File: src/rtl/miriscv_alu_issue.sv
// -----------------------------------------------------------------------------
// miriscv_alu_issue
//
// Decode-to-execute issue stage. Takes one RV32I instruction per cycle from
// fetch (together with its register-file read data), decodes it into an ALU
// opcode plus operand pair, writeback control and branch/jump target, and
// holds the result in registers that feed the execute stage through a
// valid/ready handshake.
//
// Configuration macro: MIRISCV_ALU_ISSUE_SKID_EN
//   defined     : main register plus one skid entry (holds 2 instructions);
//                 instr_ready_o is registered ("skid entry empty").
//   not defined : single main register; instr_ready_o = ex_ready_i | ~ex_valid_o.
//
// Ports
//   clk_i, arstn_i                 clock, asynchronous active-low reset
//   instr_i, instr_pc_i            instruction word and its PC
//   instr_valid_i / instr_ready_o  fetch-side handshake
//   rs1_addr_o, rs2_addr_o         register-file read addresses (combinational)
//   rs1_data_i, rs2_data_i         register-file read data (same cycle)
//   flush_i                        kill held and incoming instructions
//   ex_valid_o / ex_ready_i        execute-side handshake
//   alu_port_a_o, alu_port_b_o     ALU operands
//   alu_op_o                       ALU opcode
//   rd_addr_o, rd_we_o             destination register and write enable
//   is_branch_o, is_jump_o         conditional branch / JAL-JALR markers
//   target_o                       branch or jump target
//   illegal_o                      unsupported encoding
// -----------------------------------------------------------------------------

package miriscv_pkg;
    parameter int XLEN = 32;
endpackage

package miriscv_alu_pkg;
    parameter int ALU_OP_WIDTH = 5;

    localparam logic [ALU_OP_WIDTH-1:0] ALU_ADD  = 5'd0;
    localparam logic [ALU_OP_WIDTH-1:0] ALU_SUB  = 5'd1;
    localparam logic [ALU_OP_WIDTH-1:0] ALU_SLL  = 5'd2;
    localparam logic [ALU_OP_WIDTH-1:0] ALU_SLT  = 5'd3;
    localparam logic [ALU_OP_WIDTH-1:0] ALU_SLTU = 5'd4;
    localparam logic [ALU_OP_WIDTH-1:0] ALU_XOR  = 5'd5;
    localparam logic [ALU_OP_WIDTH-1:0] ALU_SRL  = 5'd6;
    localparam logic [ALU_OP_WIDTH-1:0] ALU_SRA  = 5'd7;
    localparam logic [ALU_OP_WIDTH-1:0] ALU_OR   = 5'd8;
    localparam logic [ALU_OP_WIDTH-1:0] ALU_AND  = 5'd9;
    localparam logic [ALU_OP_WIDTH-1:0] ALU_EQ   = 5'd10;
    localparam logic [ALU_OP_WIDTH-1:0] ALU_NE   = 5'd11;
    localparam logic [ALU_OP_WIDTH-1:0] ALU_LT   = 5'd12;
    localparam logic [ALU_OP_WIDTH-1:0] ALU_GE   = 5'd13;
    localparam logic [ALU_OP_WIDTH-1:0] ALU_LTU  = 5'd14;
    localparam logic [ALU_OP_WIDTH-1:0] ALU_GEU  = 5'd15;
    localparam logic [ALU_OP_WIDTH-1:0] ALU_JAL  = 5'd16;
endpackage

module miriscv_alu_issue
    import miriscv_pkg::*;
    import miriscv_alu_pkg::*;
(
    input  logic                    clk_i,
    input  logic                    arstn_i,
    input  logic [31:0]             instr_i,
    input  logic [XLEN-1:0]         instr_pc_i,
    input  logic                    instr_valid_i,
    output logic                    instr_ready_o,
    output logic [4:0]              rs1_addr_o,
    output logic [4:0]              rs2_addr_o,
    input  logic [XLEN-1:0]         rs1_data_i,
    input  logic [XLEN-1:0]         rs2_data_i,
    input  logic                    flush_i,
    output logic                    ex_valid_o,
    input  logic                    ex_ready_i,
    output logic [XLEN-1:0]         alu_port_a_o,
    output logic [XLEN-1:0]         alu_port_b_o,
    output logic [ALU_OP_WIDTH-1:0] alu_op_o,
    output logic [4:0]              rd_addr_o,
    output logic                    rd_we_o,
    output logic                    is_branch_o,
    output logic                    is_jump_o,
    output logic [XLEN-1:0]         target_o,
    output logic                    illegal_o
);

    localparam logic [6:0] OPC_OP     = 7'b0110011;
    localparam logic [6:0] OPC_OP_IMM = 7'b0010011;
    localparam logic [6:0] OPC_LUI    = 7'b0110111;
    localparam logic [6:0] OPC_AUIPC  = 7'b0010111;
    localparam logic [6:0] OPC_JAL    = 7'b1101111;
    localparam logic [6:0] OPC_JALR   = 7'b1100111;
    localparam logic [6:0] OPC_BRANCH = 7'b1100011;

    typedef struct packed {
        logic [XLEN-1:0]         a;
        logic [XLEN-1:0]         b;
        logic [ALU_OP_WIDTH-1:0] op;
        logic [4:0]              rd;
        logic                    we;
        logic                    is_branch;
        logic                    is_jump;
        logic [XLEN-1:0]         target;
        logic                    illegal;
    } issue_t;

    localparam issue_t PAYLOAD_RST = '{op: ALU_ADD, default: '0};

    // ---------------------------------------------------------------- decode
    logic [6:0]      opcode;
    logic [2:0]      funct3;
    logic [6:0]      funct7;
    logic [XLEN-1:0] imm_i, imm_u, imm_b, imm_j;
    logic [XLEN-1:0] pc_plus4, jalr_sum;
    issue_t          dec_next;

    assign opcode   = instr_i[6:0];
    assign funct3   = instr_i[14:12];
    assign funct7   = instr_i[31:25];
    assign imm_i    = {{20{instr_i[31]}}, instr_i[31:20]};
    assign imm_u    = {instr_i[31:12], 12'b0};
    assign imm_b    = {{19{instr_i[31]}}, instr_i[31], instr_i[7], instr_i[30:25], instr_i[11:8], 1'b0};
    assign imm_j    = {{11{instr_i[31]}}, instr_i[31], instr_i[19:12], instr_i[20], instr_i[30:21], 1'b0};
    assign pc_plus4 = instr_pc_i + 32'd4;
    assign jalr_sum = rs1_data_i + imm_i;

    assign rs1_addr_o = instr_i[19:15];
    assign rs2_addr_o = instr_i[24:20];

    always_comb begin
        dec_next    = PAYLOAD_RST;
        dec_next.rd = instr_i[11:7];
        case (opcode)
            OPC_OP: begin
                dec_next.a  = rs1_data_i;
                dec_next.b  = rs2_data_i;
                dec_next.we = 1'b1;
                if (funct7 == 7'b0000000) begin
                    case (funct3)
                        3'd0:    dec_next.op = ALU_ADD;
                        3'd1:    dec_next.op = ALU_SLL;
                        3'd2:    dec_next.op = ALU_SLT;
                        3'd3:    dec_next.op = ALU_SLTU;
                        3'd4:    dec_next.op = ALU_XOR;
                        3'd5:    dec_next.op = ALU_SRL;
                        3'd6:    dec_next.op = ALU_OR;
                        default: dec_next.op = ALU_AND;
                    endcase
                end else if (funct7 == 7'b0100000 && funct3 == 3'd0) begin
                    dec_next.op = ALU_SUB;
                end else if (funct7 == 7'b0100000 && funct3 == 3'd5) begin
                    dec_next.op = ALU_SRA;
                end else begin
                    dec_next.illegal = 1'b1;
                end
            end
            OPC_OP_IMM: begin
                dec_next.a  = rs1_data_i;
                dec_next.b  = imm_i;
                dec_next.we = 1'b1;
                case (funct3)
                    3'd0: dec_next.op = ALU_ADD;
                    3'd1: begin
                        dec_next.op = ALU_SLL;
                        if (funct7 != 7'b0000000) dec_next.illegal = 1'b1;
                    end
                    3'd2: dec_next.op = ALU_SLT;
                    3'd3: dec_next.op = ALU_SLTU;
                    3'd4: dec_next.op = ALU_XOR;
                    3'd5: begin
                        if (funct7 == 7'b0000000)      dec_next.op = ALU_SRL;
                        else if (funct7 == 7'b0100000) dec_next.op = ALU_SRA;
                        else                           dec_next.illegal = 1'b1;
                    end
                    3'd6:    dec_next.op = ALU_OR;
                    default: dec_next.op = ALU_AND;
                endcase
            end
            OPC_LUI: begin
                // ALU_JAL passes port b through, so LUI reuses it with a=0.
                dec_next.op = ALU_JAL;
                dec_next.b  = imm_u;
                dec_next.we = 1'b1;
            end
            OPC_AUIPC: begin
                dec_next.a  = instr_pc_i;
                dec_next.b  = imm_u;
                dec_next.we = 1'b1;
            end
            OPC_JAL: begin
                dec_next.op      = ALU_JAL;
                dec_next.b       = pc_plus4;
                dec_next.target  = instr_pc_i + imm_j;
                dec_next.is_jump = 1'b1;
                dec_next.we      = 1'b1;
            end
            OPC_JALR: begin
                if (funct3 == 3'd0) begin
                    dec_next.op      = ALU_JAL;
                    dec_next.b       = pc_plus4;
                    dec_next.target  = {jalr_sum[XLEN-1:1], 1'b0};
                    dec_next.is_jump = 1'b1;
                    dec_next.we      = 1'b1;
                end else begin
                    dec_next.illegal = 1'b1;
                end
            end
            OPC_BRANCH: begin
                dec_next.a         = rs1_data_i;
                dec_next.b         = rs2_data_i;
                dec_next.target    = instr_pc_i + imm_b;
                dec_next.is_branch = 1'b1;
                case (funct3)
                    3'b000:  dec_next.op = ALU_EQ;
                    3'b001:  dec_next.op = ALU_NE;
                    3'b100:  dec_next.op = ALU_LT;
                    3'b101:  dec_next.op = ALU_GE;
                    3'b110:  dec_next.op = ALU_LTU;
                    3'b111:  dec_next.op = ALU_GEU;
                    default: dec_next.illegal = 1'b1;
                endcase
            end
            default: dec_next.illegal = 1'b1;
        endcase

        // Illegal encodings travel as a harmless ADD 0,0 with no side effects.
        if (dec_next.illegal) begin
            dec_next.a         = '0;
            dec_next.b         = '0;
            dec_next.op        = ALU_ADD;
            dec_next.we        = 1'b0;
            dec_next.is_branch = 1'b0;
            dec_next.is_jump   = 1'b0;
            dec_next.target    = '0;
        end
        if (dec_next.rd == 5'd0) dec_next.we = 1'b0;
    end

    // -------------------------------------------------------------- storage
    logic   main_valid_reg;
    issue_t main_reg;
    logic   main_load;
    logic   accept;

    // Main register may take new data when empty or drained this cycle.
    assign main_load = ~main_valid_reg | ex_ready_i;
    assign accept    = instr_valid_i & instr_ready_o & ~flush_i;

`ifdef MIRISCV_ALU_ISSUE_SKID_EN
    logic   skid_valid_reg;
    issue_t skid_reg;

    assign instr_ready_o = ~skid_valid_reg;

    always_ff @(posedge clk_i or negedge arstn_i) begin
        if (!arstn_i) begin
            main_valid_reg <= 1'b0;
            main_reg       <= PAYLOAD_RST;
            skid_valid_reg <= 1'b0;
            skid_reg       <= PAYLOAD_RST;
        end else if (flush_i) begin
            main_valid_reg <= 1'b0;
            skid_valid_reg <= 1'b0;
        end else if (main_load) begin
            // Skid is only occupied while main is full, and fetch is blocked
            // while skid is occupied, so at most one of these paths loads main.
            if (skid_valid_reg) begin
                main_reg       <= skid_reg;
                main_valid_reg <= 1'b1;
                skid_valid_reg <= 1'b0;
            end else begin
                main_valid_reg <= accept;
                if (accept) main_reg <= dec_next;
            end
        end else if (accept) begin
            skid_reg       <= dec_next;
            skid_valid_reg <= 1'b1;
        end
    end
`else
    assign instr_ready_o = ex_ready_i | ~main_valid_reg;

    always_ff @(posedge clk_i or negedge arstn_i) begin
        if (!arstn_i) begin
            main_valid_reg <= 1'b0;
            main_reg       <= PAYLOAD_RST;
        end else if (flush_i) begin
            main_valid_reg <= 1'b0;
        end else if (main_load) begin
            main_valid_reg <= accept;
            if (accept) main_reg <= dec_next;
        end
    end
`endif

    assign ex_valid_o   = main_valid_reg;
    assign alu_port_a_o = main_reg.a;
    assign alu_port_b_o = main_reg.b;
    assign alu_op_o     = main_reg.op;
    assign rd_addr_o    = main_reg.rd;
    assign rd_we_o      = main_reg.we;
    assign is_branch_o  = main_reg.is_branch;
    assign is_jump_o    = main_reg.is_jump;
    assign target_o     = main_reg.target;
    assign illegal_o    = main_reg.illegal;

endmodule
File: config.mk
export PLATFORM = sky130hd
export DESIGN_NAME = miriscv_alu_issue
export DESIGN_NICKNAME = d
export VERILOG_FILES = /design/src/rtl/miriscv_alu_issue.sv
export SDC_FILE = /design/constraint.sdc
export NUM_CORES = 1
export LEC_CHECK = 0
export BUFFER_PORTS_ARGS = -buffer_cell sky130_fd_sc_hd__buf_2
export CAP_MARGIN = 15
export CORE_MARGIN = 8
export CORE_UTILIZATION = 40
export CTS_CLUSTER_DIAMETER = 80
export DETAILED_ROUTE_END_ITERATION = 7
export PLACE_DENSITY_LB_ADDON = 0.05
export SKIP_CTS_REPAIR_TIMING = 1
export SLEW_MARGIN = 40
export SYNTH_ARGS = -nofsm -noshare
export SYNTH_HDL_FRONTEND = slang
export SYNTH_SLANG_ARGS = --single-unit
File: constraint.sdc
create_clock -name clk_i -period 1.73 [get_ports clk_i]
set_input_delay 0.173 -clock clk_i [delete_from_list [all_inputs] [get_ports clk_i]]
set_output_delay 0.173 -clock clk_i [all_outputs]
set_load 0.02 [all_outputs]
==> results of run 1 <==
[cells by family (layout without fill, tap and decap cells)]
| family | Yosys count | count (layout) | share of synthesized area (%) |
|---|---|---|---|
| flip-flops | 111 | 111 | 29.6 |
| multiplexers | 13 | 13 | 1.53 |
| AND/OR/NAND/NOR | 295 | 295 | 14.9 |
| AO/OA/AOI/OAI | 429 | 430 | 31.3 |
| XOR/XNOR | 83 | 83 | 7.75 |
| adder cells (fa/ha/maj) | 71 | 71 | 9.63 |
| buffers and inverters | 102 | 667 | 5.31 |
[power by group through the flow]
stage | Sequential [mW] | Combinational (mW) | Clock, mW
floorplan | 2.73 | 1.34 | 0
global placement | 2.69 | 2.85 | 0
detailed placement | 2.69 | 2.86 | 0
CTS | 2.64 | 2.88 | 2.23
global route | 2.65 | 3.48 | 2.29
finish | 2.64 | 3.25 | 2.19
[layer usage]
metal | up-vias | global-route usage [%]
li1 | 5271 | -
met1 | 5407 | 36.0
met3 | 81 | 4.42
met5 | - | 0
met4 | 0 | 9.70
met2 | 498 | 46.3
[cell usage after synthesis, drive strengths merged, types with 4 or more instances]
master	instances	area share, %
a31oi	11	0.73
nor3	13	0.69
xnor2	46	4.3
ha	69	9.2
or2	8	0.56
nand2b	7	0.47
nor2	53	2.1
a21oi	61	3.3
dfrtp	111	30
a311oi	5	0.53
clkbuf	49	2.4
a2bb2oi	4	0.44
inv	29	1.2
and2	10	0.67
nand2	128	5.1
a22oi	43	3.4
xor2	37	3.5
a222oi	10	1.1
o21ai	131	7.1
o21bai	5	0.40
a211oi	12	1.0
a221oi	24	2.3
a22o	22	2.1
a21o	37	3.0
o221ai	15	1.5
mux2	11	1.3
o211ai	10	0.85
or4	4	0.37
and3	12	0.80
nand4	19	1.3
nand3	22	1.2
o31ai	5	0.40
nor4	7	0.47
o21a	10	0.81
buf	24	1.8
[worst reg2reg max path, cell delays in order, from the launching register on]
cell      delay [ns]
dfrtp_2         0.38
nand2b_4        0.06
nand3b_1        0.18
a31oi_2         0.08
and3_1          0.26
and3_1          0.18
mux2_2          0.26
a211oi_1        0.26
o21ai_1         0.12
[metrics by stage]
step           TNS, ns  hold WS (ns)  setup slack (ns)  util [%]  instances
2_1_floorplan   -30.63        -0.123             -1.45         -       1104
3_3_place_gp    -69.50         0.157             -1.77      57.7       1928
3_5_place_dp    -71.85         0.152             -1.83      57.7       1928
4_1_cts         -37.10        -0.246             -1.47      59.0       1944
5_1_grt         -45.01        0.0619             -1.64      65.0       1989
6_report        -37.14        0.0407             -1.42      65.0       1989
[cell type report]
cell class              count  area [um2]  share of cell area (%)
flip-flops and latches    111        2780                    18.4
inverters                  29         109                   0.720
repair buffers            622        4590                    30.3
multi-input cells         892        6960                    46.0
clock buffers              10         239                    1.58
clock inverters             6        52.6                   0.347
well taps                 319         399                    2.64
[how the worst max path moves through the flow]
stage | to | slack, ns | start
finish | target_o[31]$_DFFE_PN0P_ | -1.42 | instr_i[1]
detailed placement | target_o[31]$_DFFE_PN0P_ | -1.83 | instr_i[0]
floorplan | target_o[28]$_DFFE_PN0P_ | -1.45 | instr_i[1]
global placement | target_o[31]$_DFFE_PN0P_ | -1.77 | instr_i[1]
CTS | target_o[31]$_DFFE_PN0P_ | -1.47 | instr_i[1]
global route | target_o[31]$_DFFE_PN0P_ | -1.64 | instr_i[1]
[flip-flops by register name, summed over array words and instances, names as in the netlist]
register / cells
illegal_o: 1
rd_addr_o: 5
target_o: 32
rd_we_o: 1
ex_valid_o: 1
is_branch_o: 1
alu_port_b_o: 32
alu_op_o: 5
alu_port_a_o: 32
is_jump_o: 1
[cell usage in the layout (no fill, tap or decap), types with 6 or more instances in the layout]
master     netlist  routed
buf_4           11     315
buf_2            9     243
nand2_1        128     125
dfrtp_1        111     110
ha_1            69      61
o21ai_2          2      59
a21oi_1         61      46
nor2_1          52      43
xnor2_1         46      41
o21ai_0        123      38
a22oi_1         43      38
a21o_1          37      37
xor2_1          37      34
o21ai_1          6      31
buf_6            3      29
inv_1           29      28
a22o_1          22      22
a221oi_1        23      21
nand3_1         21      19
nand4_1         18      18
clkbuf_16        0      18
buf_12           0      13
and3_1          12      12
a21oi_2          0      12
o221ai_1        14      12
nor3_1          13      11
a211oi_1        11      10
a222oi_1        10      10
and2_1          10       9
o211ai_1         9       9
nor2_2           1       8
o21a_1           9       8
a31oi_1         11       8
mux2_2          11       7
buf_8            0       7
nand2b_1         7       6
ha_4             0       6
==> out/qor.yml, run 1 <==
clkLatencyLatePin_ns: 0.37
setup_violations: 100
synth-edff-count: 0
yosysWarningCount: 0
fill_cells: 2064
place_hpwl_um: 33500
p_sw_mw: 2.86
design_area_um2: 15100
reg2reg_to: "target_o[27]$_DFFE_PN0P_"
synthesis.area_um2: 9380
p_int_mw: 5.22
drc_errors: 0
drtPass1Iterations: 6
drtIter0Drc: 1023
synth_cells: 1104
clock-sinks: 111
critPathBufInv: 2
grt_pass1_wl_um: 61800
crit_arrival_ns: 3.38
drv_slew: 0
crit_type: "in -> reg"
clk_path_buf_depth: 2
worst_path_most_repeated_cell: "o211ai_1"
dominantRegCellSynth: "dfrtp_1"
vias_per_cell: 5.66
min_to: "ex_valid_o$_DFFE_PN0P_"
htree_levels: 3
period_minus_slack_ns: 3.15
maxCapViolations: 0
drive_gt1_share_pct: 48.9
top_layer: "met4"
violations: "setup timing"
synth.distinct_cells: 83
synthArstFlopShare_pct: 100
diodes: 0
hp-class: "in -> reg"
die_y_um: 169
start_util_pct: 40.3
critPathMaxStageDelay_ns: 0.34
holdCritStartpoint: "instr_valid_i"
reg2reg_setup_slack_ns: -0.16
p_sw_share_pct: 35.4
drtAntennaViolNets: 0
cp_max_fo: 6
grt_pass1_vias: 10707
path_depth: 16
yosysSeqAreaShare_pct: 29.6
combPwrFrac_pct: 40.3
wl_met2_um: 21300
syn_area_per_cell_um2: 8.50
clock_power_share_pct: 27.1
fin_skew_ns: 0.0114
grt_max_degree: 89
die_w_um: 169
p_leak_nw: 7.38
cp_slowest_cell: "fa_2"
place_congestion: 0.986
ys_seq_elements: 111
synthToLayoutAreaGrowth_pct: 61.3
hold_viol_final: 0
grt_overflow: 0
r2r-start: "ex_valid_o$_DFFE_PN0P_"
slew_headroom_pct: 46.8
pin_count: 255
power_density_nw_per_um2: 534
wl_per_cell_um: 22.5
cts_buffers: 9
die_area_um2: 28600
critPathLaunchType: "primary input"
cts-root-buf: "clkbuf_16"
worst_pin_slew_ns: 0.790
nNetsFinal: 1869
synth_nets: 1308
hold_path_depth: 3
detail_route.wirelength_um: 44800
clk_pin_slew_worst_paths_ns: 0.08
core_um2: 23300
dpl_cell_area_um2: 13400
cts_tree: "built"
max_freq_mhz: 318
wl_met3_um: 2970
end_kind: "flip-flop"
cp_top_family: "compound AO/OA/AOI/OAI gates"
worst_ep_required_time_ns: 1.97
worstPathCellList: "buf_6 > nand4_1 > or2_4 > nor3_4 > buf_12 > mux2_4 > ha_4 > fa_2 > a21o_1 > a311oi_2 > o211ai_1 > o211ai_1 > a21oi_2 > o21ai_2 > mux2i_1 > o221ai_1"
wl_met1_um: 18900
rsz0062_at_grt: "true"
vdd_drop_max_mv: 0.408
port_buffers: 254
layout_setup_ws_ns: -1.42
reg2reg_depth: 8
grt_usage_pct: 27.8
total_power_mw: 8.08
rows: 56
outcome: "finished with violations"
vias: 11257
antenna_found_initial: 0
seqPwrFrac_pct: 32.7
finalCritPeriodShare_pct: 182
Note: power is estimated with default switching activity, not from simulation.
==> run 2, diff against run 1 <==
Settings changed: CORE_UTILIZATION 40 to 45, HOLD_SLACK_MARGIN set to 0.06.
==> out/qor.yml, run 2 (synthesis gave the netlist of run 1 again) <==
wl_per_cell_um: 22.4  # -0.67%
worst_ep_required_time_ns: 1.97  # about the same
design_area_um2: 14700  # -2.8%
rsz0062_at_grt: "true"
maxCapViolations: 0  # unchanged
detail_route.wirelength_um: 43200  # -3.5%
worstPathCellList: "buf_6 > nand4_1 > or2_4 > nor3_4 > buf_12 > mux2_4 > ha_4 > fa_2 > a21o_1 > a311oi_2 > o211ai_1 > o211ai_1 > a21oi_2 > o21ai_1 > mux2i_1 > o221ai_1"
clock_power_share_pct: 27.9  # +0.8 points
drv_slew: 0  # unchanged
critPathMaxStageDelay_ns: 0.37  # +0.03 ns
antenna_found_initial: 0  # unchanged
pin_count: 255  # unchanged
die_y_um: 160  # -5.2%
worst_path_most_repeated_cell: "o211ai_1"
drive_gt1_share_pct: 47.3  # -1.6 points
vdd_drop_max_mv: 0.498  # +22%
synthToLayoutAreaGrowth_pct: 56.7
cts-root-buf: "clkbuf_16"
worst_pin_slew_ns: 0.668  # -0.122 ns
end_kind: "flip-flop"
violations: "setup timing"
layout_setup_ws_ns: -1.49  # -0.0726 ns
cp_max_fo: 7  # +1
grt_pass1_wl_um: 63600  # +2.9%
hp-class: "in -> reg"
layout_common_cells: "buf_4, buf_2, nand2_1"
hold_viol_final: 0  # unchanged
power_density_nw_per_um2: 547  # +2.3%
drtIter0Drc: 1042  # +1.9%
htree_levels: 3  # unchanged
grt_max_degree: 53  # -40%
p_sw_share_pct: 36.1  # +0.67 points
crit_type: "in -> reg"
vias: 11395  # +1.2%
grt_usage_pct: 31.2  # +3.4 points
reg2reg_to: "target_o[29]$_DFFE_PN0P_"
fin_skew_ns: 0.0105  # -0.000873 ns
vias_per_cell: 5.89  # +4.2%
setup_violations: 101  # +1.0%
cts_buffers: 9  # unchanged
place_congestion: 0.972  # -1.5%
nNetsFinal: 1857  # -0.64%
cp_slowest_cell: "o211ai_1"
grt_overflow: 0  # unchanged
grt_pass1_vias: 11173  # +4.4%
finalCritPeriodShare_pct: 186  # +4.2 points
combPwrFrac_pct: 39.2  # -1.1 points
worstSetupStartpoint: "instr_i[1]"
place_hpwl_um: 33600  # +0.27%
clock-sinks: 111  # unchanged
core_um2: 20800  # -11%
critPathBufInv: 2  # unchanged
reg2reg_depth: 8  # unchanged
dpl_cell_area_um2: 13400  # about the same
path_depth: 16  # unchanged
p_sw_mw: 2.90  # +1.4%
critPathLaunchType: "primary input"
setup.worst_path.end: "target_o[31]$_DFFE_PN0P_"
drtPass1Iterations: 5  # -1
cp_top_family: "compound AO/OA/AOI/OAI gates"
p_int_mw: 5.14  # -1.6%
die_w_um: 160  # -5.2%
port_buffers: 254  # unchanged
clkLatencyLatePin_ns: 0.37  # about the same
crit_arrival_ns: 3.46  # +0.08 ns
diodes: 0  # unchanged
final_common_cell: "buf_4"
start_util_pct: 45.2  # +4.9 points
drtAntennaViolNets: 0  # unchanged
cts_tree: "built"
slew_headroom_pct: 55.3  # +8.5 points
p_leak_nw: 7.24  # -1.9%
clk_path_buf_depth: 2  # unchanged
drc_errors: 0  # unchanged
seqPwrFrac_pct: 32.9  # +0.2 points
rows: 53  # -5.4%
utilization_pct: 70.8  # +5.8 points
clk_pin_slew_worst_paths_ns: 0.09  # about the same
period_minus_slack_ns: 3.22  # +0.0726 ns
outcome: "finished with violations"
r2r-start: "ex_valid_o$_DFFE_PN0P_"
reg2reg_setup_slack_ns: -0.29  # -0.13 ns
max_freq_mhz: 311  # -2.3%
die_area_um2: 25700  # -10%
-- run 2: cell count changes in the layout (fill, tap and decap cells not counted), moves of 4 or more --
| cell | before | now |
|---|---|---|
| o21ai_1 | 31 | 36 |
| buf_8 | 7 | 2 |
| o21ai_2 | 59 | 47 |
| clkbuf_16 | 18 | 14 |
| buf_6 | 29 | 20 |
| buf_4 | 315 | 319 |
| o21ai_0 | 38 | 44 |
-- run 2: layer usage --
metal / wire length (um) / global-route usage [%] / vias up
met5: 0 / 0 / -
met2: 20400 / 51.5 / 544
met4: 1770 / 12.4 / 0
met1: 17600 / 39.5 / 5485
met3: 3430 / 6.17 / 102
li1: - / - / 5264
-- run 2: how the worst min path moves through the flow --
| stage | endpoint | cells after the start | startpoint |
|---|---|---|---|
| 2_1_floorplan | alu_op_o[0]$_DFFE_PN0P_ | 0 | arstn_i |
| 3_3_place_gp | alu_port_a_o[9]$_DFFE_PN0P_ | 1 | arstn_i |
| 3_5_place_dp | alu_port_a_o[9]$_DFFE_PN0P_ | 1 | arstn_i |
| 4_1_cts | alu_port_a_o[9]$_DFFE_PN0P_ | 1 | arstn_i |
| 5_1_grt | ex_valid_o$_DFFE_PN0P_ | 3 | instr_valid_i |
| 6_report | ex_valid_o$_DFFE_PN0P_ | 3 | instr_valid_i |
-- run 2: cell type report --
cell class | count | area, um2
multi-input cells | 891 | 6810
fillers | 1684 | 6050
repair buffers | 611 | 4350
flip-flops and latches | 111 | 2780
well taps | 275 | 344
clock buffers | 9 | 225
inverters | 29 | 109
clock inverters | 7 | 77.6
-- run 2: worst min-delay path, stage by stage --
cell and delay [ns]:
buf_2 0.11, inv_1 0.06, a21oi_1 0.06
-- run 2: power groups by stage --
stage                     clock (mW)  sequential (mW)  combinational [mW]
after floorplan                    0             2.73                1.34
after global placement             0             2.69                2.83
after detailed placement           0             2.69                2.84
after CTS                       2.28             2.64                2.86
after global routing            2.37             2.65                3.37
final                           2.24             2.64                3.15
-- run 2: through the flow --
step / cells / power [mW] / hold slack, ns / setup slack (ns) / setup TNS, ns
after global routing: 1933 / 8.39 / 0.0613 / -1.62 / -55.60
after global placement: 1888 / 5.52 / 0.128 / -1.78 / -74.32
final: 1933 / 8.04 / 0.0461 / -1.49 / -47.30
after CTS: 1904 / 7.78 / -0.280 / -1.47 / -38.89
after floorplan: 1104 / 4.08 / -0.123 / -1.45 / -30.63
after detailed placement: 1888 / 5.53 / 0.126 / -1.85 / -78.55
==> run 3, diff against run 2 <==
Settings changed: SETUP_SLACK_MARGIN set to 0.3.
==> out/qor.yml, run 3 (synthesis gave the netlist of run 1 again) <==
outcome: "finished with violations"
violations: "setup timing"
max_freq_mhz: 312  # +0.48%
setup-tns-final_ns: -42.35  # +4.95 ns
grt_usage_pct: 29.8  # -1.4 points
critPathMaxStageDelay_ns: 0.33  # -0.04 ns
drc_errors: 0  # unchanged
rows: 53  # unchanged
grt_pass1_vias: 10701  # -4.2%
start_util_pct: 45.2  # unchanged
fin_skew_ns: 0.00708  # -0.00346 ns
drtIter0Drc: 1164  # +12%
cts-root-buf: "clkbuf_16"
synthToLayoutAreaGrowth_pct: 58.9
clk_pin_slew_worst_paths_ns: 0.08  # about the same
htree_levels: 3  # unchanged
cts_tree: "built"
end_kind: "flip-flop"
rsz0062_at_grt: "true"
drtPass1Iterations: 6  # +1
pin_count: 255  # unchanged
layout_common_cells: "buf_4, buf_2, nand2_1"
worst_path_most_repeated_cell: "o211ai_1"
vdd_drop_max_mv: 0.573  # +15%
grt_max_degree: 112  # +110%
antenna_found_initial: 2  # +2
total_power_mw: 8.12  # +1.0%
crit_arrival_ns: 3.44  # -0.02 ns
place_congestion: 0.917  # -5.6%
nNetsFinal: 1849  # -0.43%
place_hpwl_um: 32100  # -4.6%
clk_path_buf_depth: 2  # unchanged
port_buffers: 254  # unchanged
finalCritPeriodShare_pct: 185  # -0.89 points
slew_headroom_pct: 55.2  # -0.056 points
period_minus_slack_ns: 3.20  # -0.0153 ns
hp-class: "in -> reg"
fill_cells: 1615  # -4.1%
cp_slowest_cell: "fa_2"
core_um2: 20800  # unchanged
final_common_cell: "buf_4"
hold_viol_final: 0  # unchanged
wl_per_cell_um: 22.5  # +0.82%
die_y_um: 160  # unchanged
layout_setup_ws_ns: -1.47  # +0.0153 ns
worst_pin_slew_ns: 0.671  # +0.00337 ns
vias_per_cell: 5.92  # +0.49%
vias: 11409  # +0.12%
drive_gt1_share_pct: 47.2  # -0.074 points
crit_type: "in -> reg"
cts_buffers: 9  # unchanged
detail_route.wirelength_um: 43400  # +0.46%
setup_violations: 104  # +3.0%
drtAntennaViolNets: 0  # unchanged
drv_slew: 0  # unchanged
grt_overflow: 0  # unchanged
clock-sinks: 111  # unchanged
maxCapViolations: 0  # unchanged
grt_pass1_wl_um: 60800  # -4.4%
p_leak_nw: 7.33  # +1.3%
die_area_um2: 25700  # unchanged
cp_max_fo: 6  # -1
multi_input_area_um2: 6850  # +0.61%
clkLatencyLatePin_ns: 0.37  # about the same
worstPathCellList: "buf_6 > nand4_1 > or2_4 > nor3_4 > buf_12 > mux2_4 > ha_4 > fa_2 > a21o_1 > a311oi_4 > o211ai_1 > buf_4 > o211ai_1 > a21oi_2 > o21ai_2 > mux2i_1 > o221ai_1"
sequential_cell_area_um2: 2780  # unchanged
die_w_um: 160  # unchanged
critPathLaunchType: "primary input"
power_density_nw_per_um2: 545  # -0.36%
worst_ep_required_time_ns: 1.96  # about the same
==> run 3: changes by cell type in the layout (fill, tap and decap cells not counted), sizes merged <==
cell         delta
buf            -15
bufinv          +1
clkbuf          +5
dlygate4sd3     +1
inv             +2
diode           +1
o21ai           +1
clkinv          -3
==> run 3: final timing paths <==
check                                            start                     endpoint  slack (ns)  cells after the start
setup / recovery                            instr_i[1]     target_o[31]$_DFFE_PN0P_       -1.47                     17
hold / removal                             instr_i[10]     rd_addr_o[3]$_DFFE_PN0P_        0.08                      2
setup reg to reg                ex_valid_o$_DFFE_PN0P_     target_o[31]$_DFFE_PN0P_       -0.33                      8
hold reg to reg            alu_port_a_o[1]$_DFFE_PN0P_  alu_port_a_o[1]$_DFFE_PN0P_        0.47                      2
max in group asynchronous                      arstn_i     target_o[27]$_DFFE_PN0P_        0.77                      3
min in group asynchronous                      arstn_i  alu_port_a_o[1]$_DFFE_PN0P_        0.42                      3
==> run 3: layer usage <==
layer	global-route usage, %	vias to the layer above	wire length, um
met1	38.8	5451	17800
met3	5.45	123	3680
met2	48.8	596	20100
met5	0	-	12
li1	-	5237	-
met4	10.3	2	1800
==> run 3: power by group <==
part | leakage [nW] | switching, mW | internal, mW | total, mW
Combinational | 5.65 | 1.65 | 1.51 | 3.16
Sequential | 1.53 | 0.0193 | 2.62 | 2.64
Clock | 0.149 | 1.16 | 1.16 | 2.32
Total | 7.33 | 2.83 | 5.29 | 8.12
==> run 3: layout make-up <==
cell class                      count  share of cell area [%]
Inverter                           29                   0.730
Tap cell                          275                    2.31
Multi-Input combinational cell    892                    46.0
Clock inverter                      7                   0.562
Antenna cell                        1                  0.0168
Clock buffer                        9                    1.51
Sequential cell                   111                    18.6
Timing Repair Buffer              602                    30.2
==> run 3: metrics by stage <==
| stage | cells | hold slack [ns] | util (%) | instance area (um2) | setup slack [ns] |
|---|---|---|---|---|---|
| after detailed placement | 1861 | 0.316 | 63.5 | 13200 | -1.91 |
| after CTS | 1877 | -0.0789 | 65.0 | 13500 | -1.57 |
| final | 1926 | 0.0793 | 71.8 | 14900 | -1.47 |
| after global placement | 1861 | 0.313 | 63.5 | 13200 | -1.88 |
| after global routing | 1926 | 0.0762 | 71.8 | 14900 | -1.64 |
| after floorplan | 1104 | -0.123 | - | 9620 | -1.45 |
==> run 3: critical path, delay by kind of cell <==
kind | cells | cell delay, ns
compound gates | 7 | 1.30
simple gates | 3 | 0.54
mux | 2 | 0.52
fa+ha+maj | 2 | 0.49
buf+inv | 3 | 0.40
